<file path="src/rtl/maxpool_2x2_stream.sv">
`default_nettype none
// ============================================================================
//  Module      : maxpool_2x2_stream
//  Description : Streaming 2x2 / stride-2 signed max-pool over one raster
//                feature map, one pixel per cycle, valid/ready on both sides.
//                A half-row line buffer holds the horizontal pair maxima of
//                each even row, so no frame storage is needed.
//                Optional macro MAXPOOL_FUSED_RELU_EN clamps negative inputs
//                to zero before any comparison (fused ReLU).
//  Revision    : 1.0 - initial release
// ============================================================================
module maxpool_2x2_stream #(
  parameter int DATA_WIDTH = 45,
  parameter int IN_X       = 24,
  parameter int IN_Y       = 24
) (
  input  logic                  clk,
  input  logic                  rst,
  input  logic                  start,
  input  logic                  in_valid,
  output logic                  in_ready,
  input  logic [DATA_WIDTH-1:0] in_data,
  output logic                  out_valid,
  input  logic                  out_ready,
  output logic [DATA_WIDTH-1:0] out_data,
  output logic                  out_last,
  output logic                  busy,
  output logic                  done
);

  localparam int c_out_x = IN_X / 2;
  localparam int c_out_y = IN_Y / 2;
  localparam int c_total = c_out_x * c_out_y;
  localparam int c_col_w = $clog2(IN_X);
  localparam int c_row_w = $clog2(IN_Y);
  localparam int c_cnt_w = (c_total > 1) ? $clog2(c_total) : 1;
  localparam int c_lb_w  = (c_out_x > 1) ? $clog2(c_out_x) : 1;

  localparam logic [c_col_w-1:0] c_col_last = c_col_w'(IN_X - 1);
  localparam logic [c_row_w-1:0] c_row_last = c_row_w'(IN_Y - 1);
  localparam logic [c_cnt_w-1:0] c_cnt_last = c_cnt_w'(c_total - 1);

  typedef enum logic [1:0] {
    S_IDLE  = 2'd0,
    S_RUN   = 2'd1,
    S_FLUSH = 2'd2
  } state_t;

  state_t                  state_q;
  logic [c_col_w-1:0]      col_q;
  logic [c_row_w-1:0]      row_q;
  logic [c_cnt_w-1:0]      out_cnt_q;
  logic [DATA_WIDTH-1:0]   h_q;
  logic [DATA_WIDTH-1:0]   out_data_q;
  logic                    out_valid_q;
  logic                    out_last_q;
  logic                    done_q;
  logic [DATA_WIDTH-1:0]   linebuf_q [c_out_x];

  logic                    w_accept;
  logic [DATA_WIDTH-1:0]   w_pix;
  logic [DATA_WIDTH-1:0]   w_pair;
  logic [DATA_WIDTH-1:0]   w_win;
  logic [c_lb_w-1:0]       w_lb_idx;
  logic                    w_col_end;
  logic                    w_row_end;

  function automatic logic [DATA_WIDTH-1:0] smax(input logic [DATA_WIDTH-1:0] a,
                                                 input logic [DATA_WIDTH-1:0] b);
    return ($signed(a) > $signed(b)) ? a : b;
  endfunction

`ifdef MAXPOOL_FUSED_RELU_EN
  // Negative pixels are clamped to zero before they enter the comparators.
  assign w_pix = in_data[DATA_WIDTH-1] ? '0 : in_data;
`else
  assign w_pix = in_data;
`endif

  // Stall only while the output register is full and not draining.
  assign in_ready  = (state_q == S_RUN) && (!out_valid_q || out_ready);
  assign w_accept  = in_valid && in_ready;
  assign w_lb_idx  = c_lb_w'(col_q >> 1);
  assign w_pair    = smax(h_q, w_pix);
  assign w_win     = smax(linebuf_q[w_lb_idx], w_pair);
  assign w_col_end = (col_q == c_col_last);
  assign w_row_end = (row_q == c_row_last);

  assign out_valid = out_valid_q;
  assign out_data  = out_data_q;
  assign out_last  = out_last_q;
  assign busy      = (state_q != S_IDLE);
  assign done      = done_q;

  // Even-row pair maxima wait here for the matching odd row; no reset needed.
  always_ff @(posedge clk) begin
    if (w_accept && col_q[0] && !row_q[0]) begin
      linebuf_q[w_lb_idx] <= w_pair;
    end
  end

  // Frame control, raster counters, hold register and output register.
  always_ff @(posedge clk) begin
    if (rst) begin
      state_q     <= S_IDLE;
      col_q       <= '0;
      row_q       <= '0;
      out_cnt_q   <= '0;
      h_q         <= '0;
      out_data_q  <= '0;
      out_valid_q <= 1'b0;
      out_last_q  <= 1'b0;
      done_q      <= 1'b0;
    end else begin
      done_q <= 1'b0;
      // Drain on handshake; a result loaded below in the same cycle overrides.
      if (out_valid_q && out_ready) begin
        out_valid_q <= 1'b0;
        out_last_q  <= 1'b0;
      end
      case (state_q)
        S_IDLE: begin
          if (start) begin
            state_q   <= S_RUN;
            col_q     <= '0;
            row_q     <= '0;
            out_cnt_q <= '0;
          end
        end
        S_RUN: begin
          if (w_accept) begin
            if (w_col_end) begin
              col_q <= '0;
              if (w_row_end) begin
                row_q   <= '0;
                state_q <= S_FLUSH;
              end else begin
                row_q <= row_q + 1'b1;
              end
            end else begin
              col_q <= col_q + 1'b1;
            end
            if (!col_q[0]) begin
              h_q <= w_pix;
            end else if (row_q[0]) begin
              out_data_q  <= w_win;
              out_valid_q <= 1'b1;
              out_last_q  <= (out_cnt_q == c_cnt_last);
              out_cnt_q   <= out_cnt_q + 1'b1;
            end
          end
        end
        S_FLUSH: begin
          if (out_valid_q && out_ready && out_last_q) begin
            state_q <= S_IDLE;
            done_q  <= 1'b1;
          end
        end
        default: state_q <= S_IDLE;
      endcase
    end
  end

endmodule
`default_nettype wire

</file>
<file path="config.mk">
export PLATFORM = sky130hd
export DESIGN_NAME = maxpool_2x2_stream
export DESIGN_NICKNAME = d
export VERILOG_FILES = /design/src/rtl/maxpool_2x2_stream.sv
export SDC_FILE = /design/constraint.sdc
export NUM_CORES = 1
export LEC_CHECK = 0
export ABC_AREA = 1
export CAP_MARGIN = 20
export CORE_MARGIN = 4
export CORE_UTILIZATION = 35
export DETAILED_ROUTE_END_ITERATION = 16
export PLACE_DENSITY = 0.62
export SETUP_SLACK_MARGIN = 0.5
export SLEW_MARGIN = 20
export SYNTH_ARGS = -nofsm -noshare
export SYNTH_HDL_FRONTEND = slang
export SYNTH_SLANG_ARGS = --single-unit
</file>
<file path="constraint.sdc">
create_clock -name clk -period 5.6 [get_ports clk]
set_input_delay 1.68 -clock clk [delete_from_list [all_inputs] [get_ports clk]]
set_output_delay 1.68 -clock clk [all_outputs]
set_load 0.005 [all_outputs]
</file>
=== Yosys cells after proc, flatten, opt, wreduce, memory -nomap -nowiden ===
Memory sizes are Yosys's and may differ from the RTL's. A register that Yosys moved wholly into a read port is not among the register bits.
Cells that the tools add are included.

* Register bits: 113
* RAM bits: 540
* Bits of input ports: 50
* Output and inout port bits: 50
* Logic and storage cells: 84
* Memories kept: 1

{| class="wikitable"
|+ Memory list
! memory !! words !! width !! rd ports !! clocked after Yosys merged registers in !! wr ports !! line !! RTL
|-
| linebuf_q || 12 || 45 || 1 || 1 || 1 || 58 || <nowiki>logic [DATA_WIDTH-1:0] linebuf_q [c_out_x];</nowiki>
|}

* $add $sub $neg: 3
* Magnitude comparators: 2
* Eq/ne operators: 12
* Muxes and demuxes: 36
* Bitwise logic cells: 2
* Reduce and logical (&&, ||, !) cells: 19

{| class="wikitable"
|+ Operator list
! cell !! count
|-
| greater-than comparator 45 bit || 2
|-
| two-way mux 45 bit || 2
|-
| two-way mux 8 bit || 4
|-
| two-way mux 5 bit || 6
|-
| case mux 5 bit (2 select lines) || 2
|-
| case mux 8 bit (2 select lines) || 1
|-
| inequality test 2 bit (second input constant) || 7
|-
| two-way mux 1 bit || 13
|-
| adder 5 x 1 -> 5 bit (second input constant) || 2
|-
| equality test 5 bit (second input constant) || 2
|-
| two-way mux 2 bit || 5
|-
| AND reduction 5 bit || 2
|-
| adder 8 x 1 -> 8 bit (second input constant) || 1
|-
| equality test 8 bit (second input constant) || 1
|-
| two-way mux 4 bit || 2
|-
| AND reduction 4 bit || 2
|-
| logical AND 1 bit || 6
|-
| case mux 2 bit (3 select lines) || 1
|-
| AND reduction 3 bit || 2
|-
| nonzero test 2 bit || 2
|-
| equality test 2 x 1 -> 1 bit (second input constant) || 1
|-
| equality test 2 bit (second input constant) || 1
|-
| logical NOT 1 bit || 2
|-
| logical NOT 2 bit || 1
|-
| other kinds (3) || 4
|}

=== Logic depth before layout (Yosys ltp) ===
Gate-level depths: netlist (run 1).

* Word-level depth: 8
* Depth in mapped cells: 37
* Mapped depth without buffers: 35

=== Least setup slack after synthesis (run 1) ===
Ideal clock, no wire load.

* Path type: input-to-reg
* From: input in_data[44]
* To: register out_data_q[44] (netlist: out_data[44])
* Setup time: 0.143 ns
* Data arrival time: 4.927 ns
* Required time: 5.457 ns
* Setup slack: 0.530 ns
* Stages on the path: 27
* Buffers on the path: 2
* Path through: inv_1 ha_1 a21o_1 nor2_1 nand2_1 a21oi_1 nand4_1 nand2_4 buf_6 nand3_1 nand2_1 inv_1 ha_1 nand2_1 nor2_1 nand2_1 nor2_2 nand2_1 nor2_1 nand2_1 nand4_1 nand2_4 nand2_4 buf_6 nand3_2 nand2_1 a21oi_2

* Longest elaborated chain between the ends: 4

{| class="wikitable"
|+ RTL lines
! item !! line !! RTL
|-
| start: declaration || 22 || <nowiki>input logic [DATA_WIDTH-1:0] in_data,</nowiki>
|-
| greater-than comparator 45 bit || 70 || <nowiki>return ($signed(a) > $signed(b)) ? a : b;</nowiki>
|-
| two-way mux 45 bit || 70 ||
|-
| named net w_pair[43] || 62 || <nowiki>logic [DATA_WIDTH-1:0] w_pair;</nowiki>
|-
| greater-than comparator 45 bit || 70 ||
|-
| two-way mux 45 bit || 70 ||
|-
| end signal: assignment || 146 || <nowiki>out_data_q <= w_win;</nowiki>
|-
| end: declaration || 54 || <nowiki>logic [DATA_WIDTH-1:0] out_data_q;</nowiki>
|}

The timed path passes the listed nets, and every way through them passes these cells.
A chain may end at the register's enable or synchronous reset.

=== Worst setup path in the final report (run 1) ===
* From: input in_data[41]
* To: memory linebuf_q[0][18], data pin

* Longest elaborated chain between the ends: 2

{| class="wikitable"
|+ RTL lines
! item !! line
|-
| greater-than comparator 45 bit || 70
|-
| two-way mux 45 bit || 70
|-
| named net w_pair[18] || 62
|-
| end: declaration || 58
|}

The timed path passes the listed nets, and every way through them passes these cells.

==> results of run 1 <==
==> through the flow <==
stage               power (mW)  instance area (um2)  std cells  TNS (ps)  hold slack [ps]
global route              17.1                39300       4408         0              495
detailed placement        10.6                34400       4177    -44930              469
floorplan                 8.81                30300       2820         0              435
finish                    16.3                39300       4409         0              476
CTS                       15.8                38400       4383         0              480
global placement          10.6                34400       4177    -45000              448
==> worst max path at each step <==
| stage | from | to | depth (start not counted) |
|---|---|---|---|
| floorplan | in_data[44] | out_data[44] | 27 |
| global placement | in_data[4] | out_data[8] | 31 |
| finish | in_data[41] | linebuf_q[0][18] | 30 |
| detailed placement | in_data[4] | out_data[8] | 26 |
| global route | in_data[19] | out_data[5] | 30 |
| CTS | in_data[16] | out_data[42] | 34 |
==> per-layer routing <==
metal | up-vias | GRT usage [%] | share of wire (%)
met5 | - | 0 | 0
met4 | 0 | 9.18 | 5.0
met3 | 221 | 2.25 | 6.0
met2 | 796 | 31.9 | 48
met1 | 11200 | 24.6 | 41
li1 | 10600 | - | -
==> placed cells by master (no fill, tap or decap), types with 6 or more instances in the layout <==
cell,n
nand2_2,90
buf_16,6
nor2_4,21
mux2i_1,135
buf_4,314
clkbuf_2,6
clkbuf_16,64
clkinv_1,9
clkdlybuf4s50_1,53
nand3_4,8
a21oi_2,50
a21oi_1,217
inv_1,315
o21ai_1,44
nor4_1,6
nor2_2,11
buf_12,43
nor2_1,31
buf_2,13
nand3_2,51
ha_4,73
o211ai_1,90
clkbuf_1,16
clkbuf_8,10
buf_6,27
nand2_1,357
clkinv_2,11
nand3_1,103
o21ai_0,237
edfxtp_1,540
nand4_1,35
inv_2,68
dfxtp_1,113
ha_1,20
nor3_1,7
nand2_4,16
==> critical path: cells and delay by family <==
family                   cells  cell delay, ps
AND/OR/NAND/NOR              9            1140
buffers and inverters       20            2540
adder cells (fa/ha/maj)      1             260
==> power by group through the flow <==
stage	logic, mW	clock network (mW)	registers (mW)
6_report	6.21	4.19	5.95
5_1_grt	6.68	4.47	5.96
4_1_cts	5.58	4.27	5.93
3_5_place_dp	4.63	0	6.01
3_3_place_gp	4.58	0	6.01
2_1_floorplan	2.87	0	5.93
==> sequential cells by signal, summed over array words and instances (netlist names), named ones only <==
signal and cells:
done 1, out_data 45, row_q 5, h_q 45
out_valid 1, state_q 2, linebuf_q 540, out_last 1
out_cnt_q 8, col_q 5
==> area by class of cell <==
cell class              count  share of cell area (%)
flip-flops and latches    657                    47.2
multi-input cells        1628                    28.8
repair buffers            474                    11.4
clock buffers              87                    4.39
inverters                 391                    3.77
well taps                1144                    3.64
clock inverters            27                   0.758
diodes                      1                 0.00637
==> timing repair <==
item / 4_1_cts / 5_1_grt
endpoints found under the hold margin: 0 / 0
pin swaps: 96 / 97
setup endpoints to repair: 45 / 93
gates cloned: 6 / 4
buffers inserted: 86 / 20
resized for setup: 389 / 202
==> kinds of logic after synthesis <==
family / count (synthesis) / share of synthesized area (%)
xor+xnor: 1 / 0.0289
simple gates: 745 / 10.9
buf+inv: 536 / 7.31
compound gates: 653 / 12.1
mux: 135 / 4.47
flops: 657 / 61.3
fa+ha+maj: 93 / 3.84
==> qor.yml, run 1 <==
die_y_um: 302
required_ps: 5990
viasPerCell: 5.18
status: "completed"
cp_max_fo: 8
syn_nets: 2963
avgSynthCellArea_um2: 10.7
powerDensity_nw_per_um2: 416
worst_r2r_path_depth: 30
regArea_um2: 18600
clockBufferDepth: 3
critical_path.most_common_cell: "buf_4"
p_sw_share_pct: 33.1
synthCells: 2820
synth-main-ff-cell: "edfxtp_1"
worstSetupStartpointType: "primary input"
synth.area.top_cells: "edfxtp_1, dfxtp_1, nand2_1, inv_1, mux2i_1"
rows: 107
dp_hpwl_um: 50800
min_period_ps: 5250
first_global_vias: 21900
grt_usage_pct: 19.0
ant_nets: 0
intPower_mw: 10.9
die_x_um: 302
drc: 0
path_clk_slew_ps: 60
htreeDepth: 2
antenna_found_initial: 0
ys_seq_area_share_pct: 61.3
reg2reg_slack_ps: 1130
vdd_drop_max_mv: 0.371
grt_pass1_wl_um: 133000
coreArea_um2: 85400
area_delta_synth_final_pct: 29.9
maxSlewViolCount: 0
syn-cell-area_um2: 30300
totalWireLength_um: 90500
synth_edf_count: 540
hold_buffers: 0
synth.top_cell.area_share_pct: 53.6
min-delay-start: "out_data[37]"
post-route-util_pct: 46.0
clk_latency_ps: 640
start_util_pct: 35.4
grt-ovfl-total: 0
crit_path_end_kind: "register"
worst_pin_slew_ps: 1080
setup_violations: 0
pre_cts_slack_ps: -1050
slew-limit-headroom_pct: 28.1
cts-root-buf: "clkbuf_16"
drt_pre_antenna_iters: 5
cpPeakStageDelay_ps: 260
synth_top_cell_by_area: "edfxtp_1"
ys_seq_elements: 657
io_buffers: 99
fin_ws_ps: 349
p_comb_share_pct: 38.0
clock-sinks: 657
vias: 22800
fillCellCount: 7721
dieArea_um2: 91200
rsz0062_at_grt: "true"
multi_input_area_um2: 11300
clock.fmax_ghz: 0.190
p_leak_nw: 15.1
seqPwrFrac_pct: 36.4
cts_buffers: 61
hp-class: "reg -> reg"
yosys_warnings: 0
post_drt_wl_per_cell_um: 20.5
final.setup_skew_ps: 12.1
p_switching_mw: 5.41
synth_cell_type_count: 38
yosysMostFrequentCell: "edfxtp_1"
fin_crit_sh_pct: 93.8
cp.arrival_ps: 5640
fin_nets: 3356
r2r-end: "linebuf_q[0][18]"
power_frac_clock_pct: 25.6
ios: 100
path_class: "in -> reg"
hold_violations: 0
drive_above_1_share_pct: 28.2
slowest_stage: "ha_4"
finalWeightedCongestion: 0.881
synth_common_cells: "edfxtp_1, nand2_1, inv_1"
reg2reg_from: "h_q[30]"
synth-async-reset-ratio_pct: 0
cts_tree: "yes"
whs_path_depth: 2
cap_violations: 0
grt_max_degree: 136
min_to: "out_data[37]"
initialDrtViolationCount: 1875
(Power assumes the default switching activity.)
==> inputs of run 2 (changes only) <==
--- a/config.mk
+++ b/config.mk
@@ -9,6 +9,7 @@
 export CAP_MARGIN = 20
 export CORE_MARGIN = 4
 export CORE_UTILIZATION = 35
+export CTS_CLUSTER_SIZE = 10
 export DETAILED_ROUTE_END_ITERATION = 16
 export PLACE_DENSITY = 0.62
 export SETUP_SLACK_MARGIN = 0.5
==> qor.yml, run 2 (synthesis gave the netlist of run 1 again) <==
status: "completed"
drc: 0  # unchanged
path_clk_slew_ps: 50  # about the same
htreeDepth: 3  # +1
grt_max_degree: 136  # unchanged
maxSlewViolCount: 0  # unchanged
die_x_um: 302  # unchanged
ios: 100  # unchanged
intPower_mw: 11.2  # +2.7%
clockBufferDepth: 3  # unchanged
hold_violations: 0  # unchanged
start_util_pct: 35.4  # unchanged
hp-class: "reg -> reg"
post-route-util_pct: 45.8  # -0.20 points
grt_pass1_wl_um: 134000  # +0.82%
area_delta_synth_final_pct: 29.3
clk_latency_ps: 640  # about the same
io_buffers: 99  # unchanged
min_period_ps: 5360  # +108 ps
dieArea_um2: 91200  # unchanged
cts_tree: "yes"
setup_violations: 0  # unchanged
powerDensity_nw_per_um2: 428  # +2.9%
critPathTopFamily: "buffers and inverters"
p_switching_mw: 5.52  # +2.1%
cap_violations: 0  # unchanged
worst-path-buf-inv: 21  # +5.0%
drive_above_1_share_pct: 25.7  # -2.5 points
path_class: "in -> reg"
hold_buffers: 0  # unchanged
finalWeightedCongestion: 0.881  # unchanged
ant_nets: 0  # unchanged
rsz0062_at_grt: "true"
place_inst: 4177  # unchanged
viasPerCell: 5.17  # -0.18%
fin_nets: 3354  # -0.060%
p_sw_share_pct: 33.0  # -0.12 points
cts-root-buf: "clkbuf_16"
worst_pin_slew_ps: 1070  # -8.99 ps
cp.arrival_ps: 5730  # +90 ps
layout.cells.non_filler: 4402  # -0.16%
crit_path_end_kind: "register"
die_y_um: 302  # unchanged
clock-sinks: 657  # unchanged
cp_max_fo: 8  # unchanged
power_frac_clock_pct: 26.9  # +1.3 points
slew-limit-headroom_pct: 28.7  # +0.60 points
dp_hpwl_um: 50800  # unchanged
critical_path.most_common_cell: "buf_4"
cpPeakStageDelay_ps: 270  # about the same
post_drt_wl_per_cell_um: 20.6  # +0.45%
largest_register: "linebuf_q"
clock.fmax_ghz: 0.187  # -2.0%
first_global_vias: 22200  # +1.5%
totalWireLength_um: 90700  # +0.29%
final_cell_mix: "edfxtp_1, nand2_1, inv_1, buf_4, o21ai_0"
antenna_found_initial: 0  # unchanged
grt-ovfl-total: 0  # unchanged
final.setup_skew_ps: 27.5  # +15.4 ps
slowest_stage: "ha_4"
seqPwrFrac_pct: 35.5  # -0.9 points
cts_buffers: 76  # +25%
drt_pre_antenna_iters: 6  # +1
coreArea_um2: 85400  # unchanged
final_common_cell: "edfxtp_1"
vdd_drop_max_mv: 0.312  # -16%
p_leak_nw: 15.0  # -0.32%
required_ps: 5970  # -20 ps
vias: 22800  # -0.34%
initialDrtViolationCount: 1903  # +1.5%
rows: 107  # unchanged
largest_reg_flops: 540  # unchanged
worstSetupStartpointType: "primary input"
p_comb_share_pct: 37.6  # -0.4 points
grt_usage_pct: 19.3  # +0.24 points
fin_crit_sh_pct: 95.7  # +1.9 points
run 2: cell types whose count changed in the layout (fill, tap and decap cells not counted), sizes merged, moves of 4 or more:
cell           change
bufinv             -5
inv                +4
clkinv            -16
clkbuf            +23
clkdlybuf4s15     +13
dlygate4sd2        +5
buf               -29
run 2: worst register-to-register path, delay by kind of cell (launching register included):
family          cells  cell delay (ps)
buf+inv            18             2350
simple gates       11             1040
flops               1              440
fa+ha+maj           1              250
compound gates      1              160
run 2: power groups by stage:
stage,Combinational (mW),Clock [mW],Sequential [mW]
2_1_floorplan,2.87,0,5.93
3_3_place_gp,4.58,0,6.01
3_5_place_dp,4.63,0,6.01
4_1_cts,5.87,4.57,5.93
5_1_grt,6.75,4.78,5.96
6_report,6.31,4.50,5.95
run 2: worst paths after layout:
| path | cells past startpoint | end | from | slack [ps] |
|---|---|---|---|---|
| worst max-delay path | 31 | linebuf_q[8][15] | in_data[26] | 240 |
| worst min-delay path | 2 | out_data[37] | out_data[37] | 470 |
| worst min register to register | 2 | out_data[37] | out_data[37] | 470 |
| worst max register to register | 31 | linebuf_q[8][15] | h_q[16] | 1110 |
run 2: what timing repair did:
action,CTS,global route
gates resized for setup,358,104
endpoints found under the setup margin,45,81
cloned,10,3
buffers inserted,77,10
endpoints found under the hold margin,0,0
pin swaps,77,64
run 2: cell type report:
cell class,instances,area [um2]
antenna,1,2.50
clock buffer,116,2080
clock inverter,8,114
fill,7769,46300
inverter,391,1470
multi-input combinational,1627,11100
sequential,657,18600
tap,1144,1430
timing repair buffer,458,4410
run 2: layer usage:
metal  part of all wire (%)  track usage, %  vias up
met4                    5.3            10.0        0
met3                    6.2            2.45      232
li1                       -               -    10600
met5                      0               0        -
met1                     41            24.3    11100
met2                     48            32.7      842
run 2: through the flow:
stage	power [mW]	worst slack, ps	hold slack [ps]	TNS (ps)	area, um2
floorplan	8.81	530	435	0	30300
global placement	10.6	-1050	448	-45000	34400
detailed placement	10.6	-1050	469	-44930	34400
CTS	16.4	412	473	0	38600
global route	17.5	172	494	0	39100
finish	16.8	241	474	0	39100
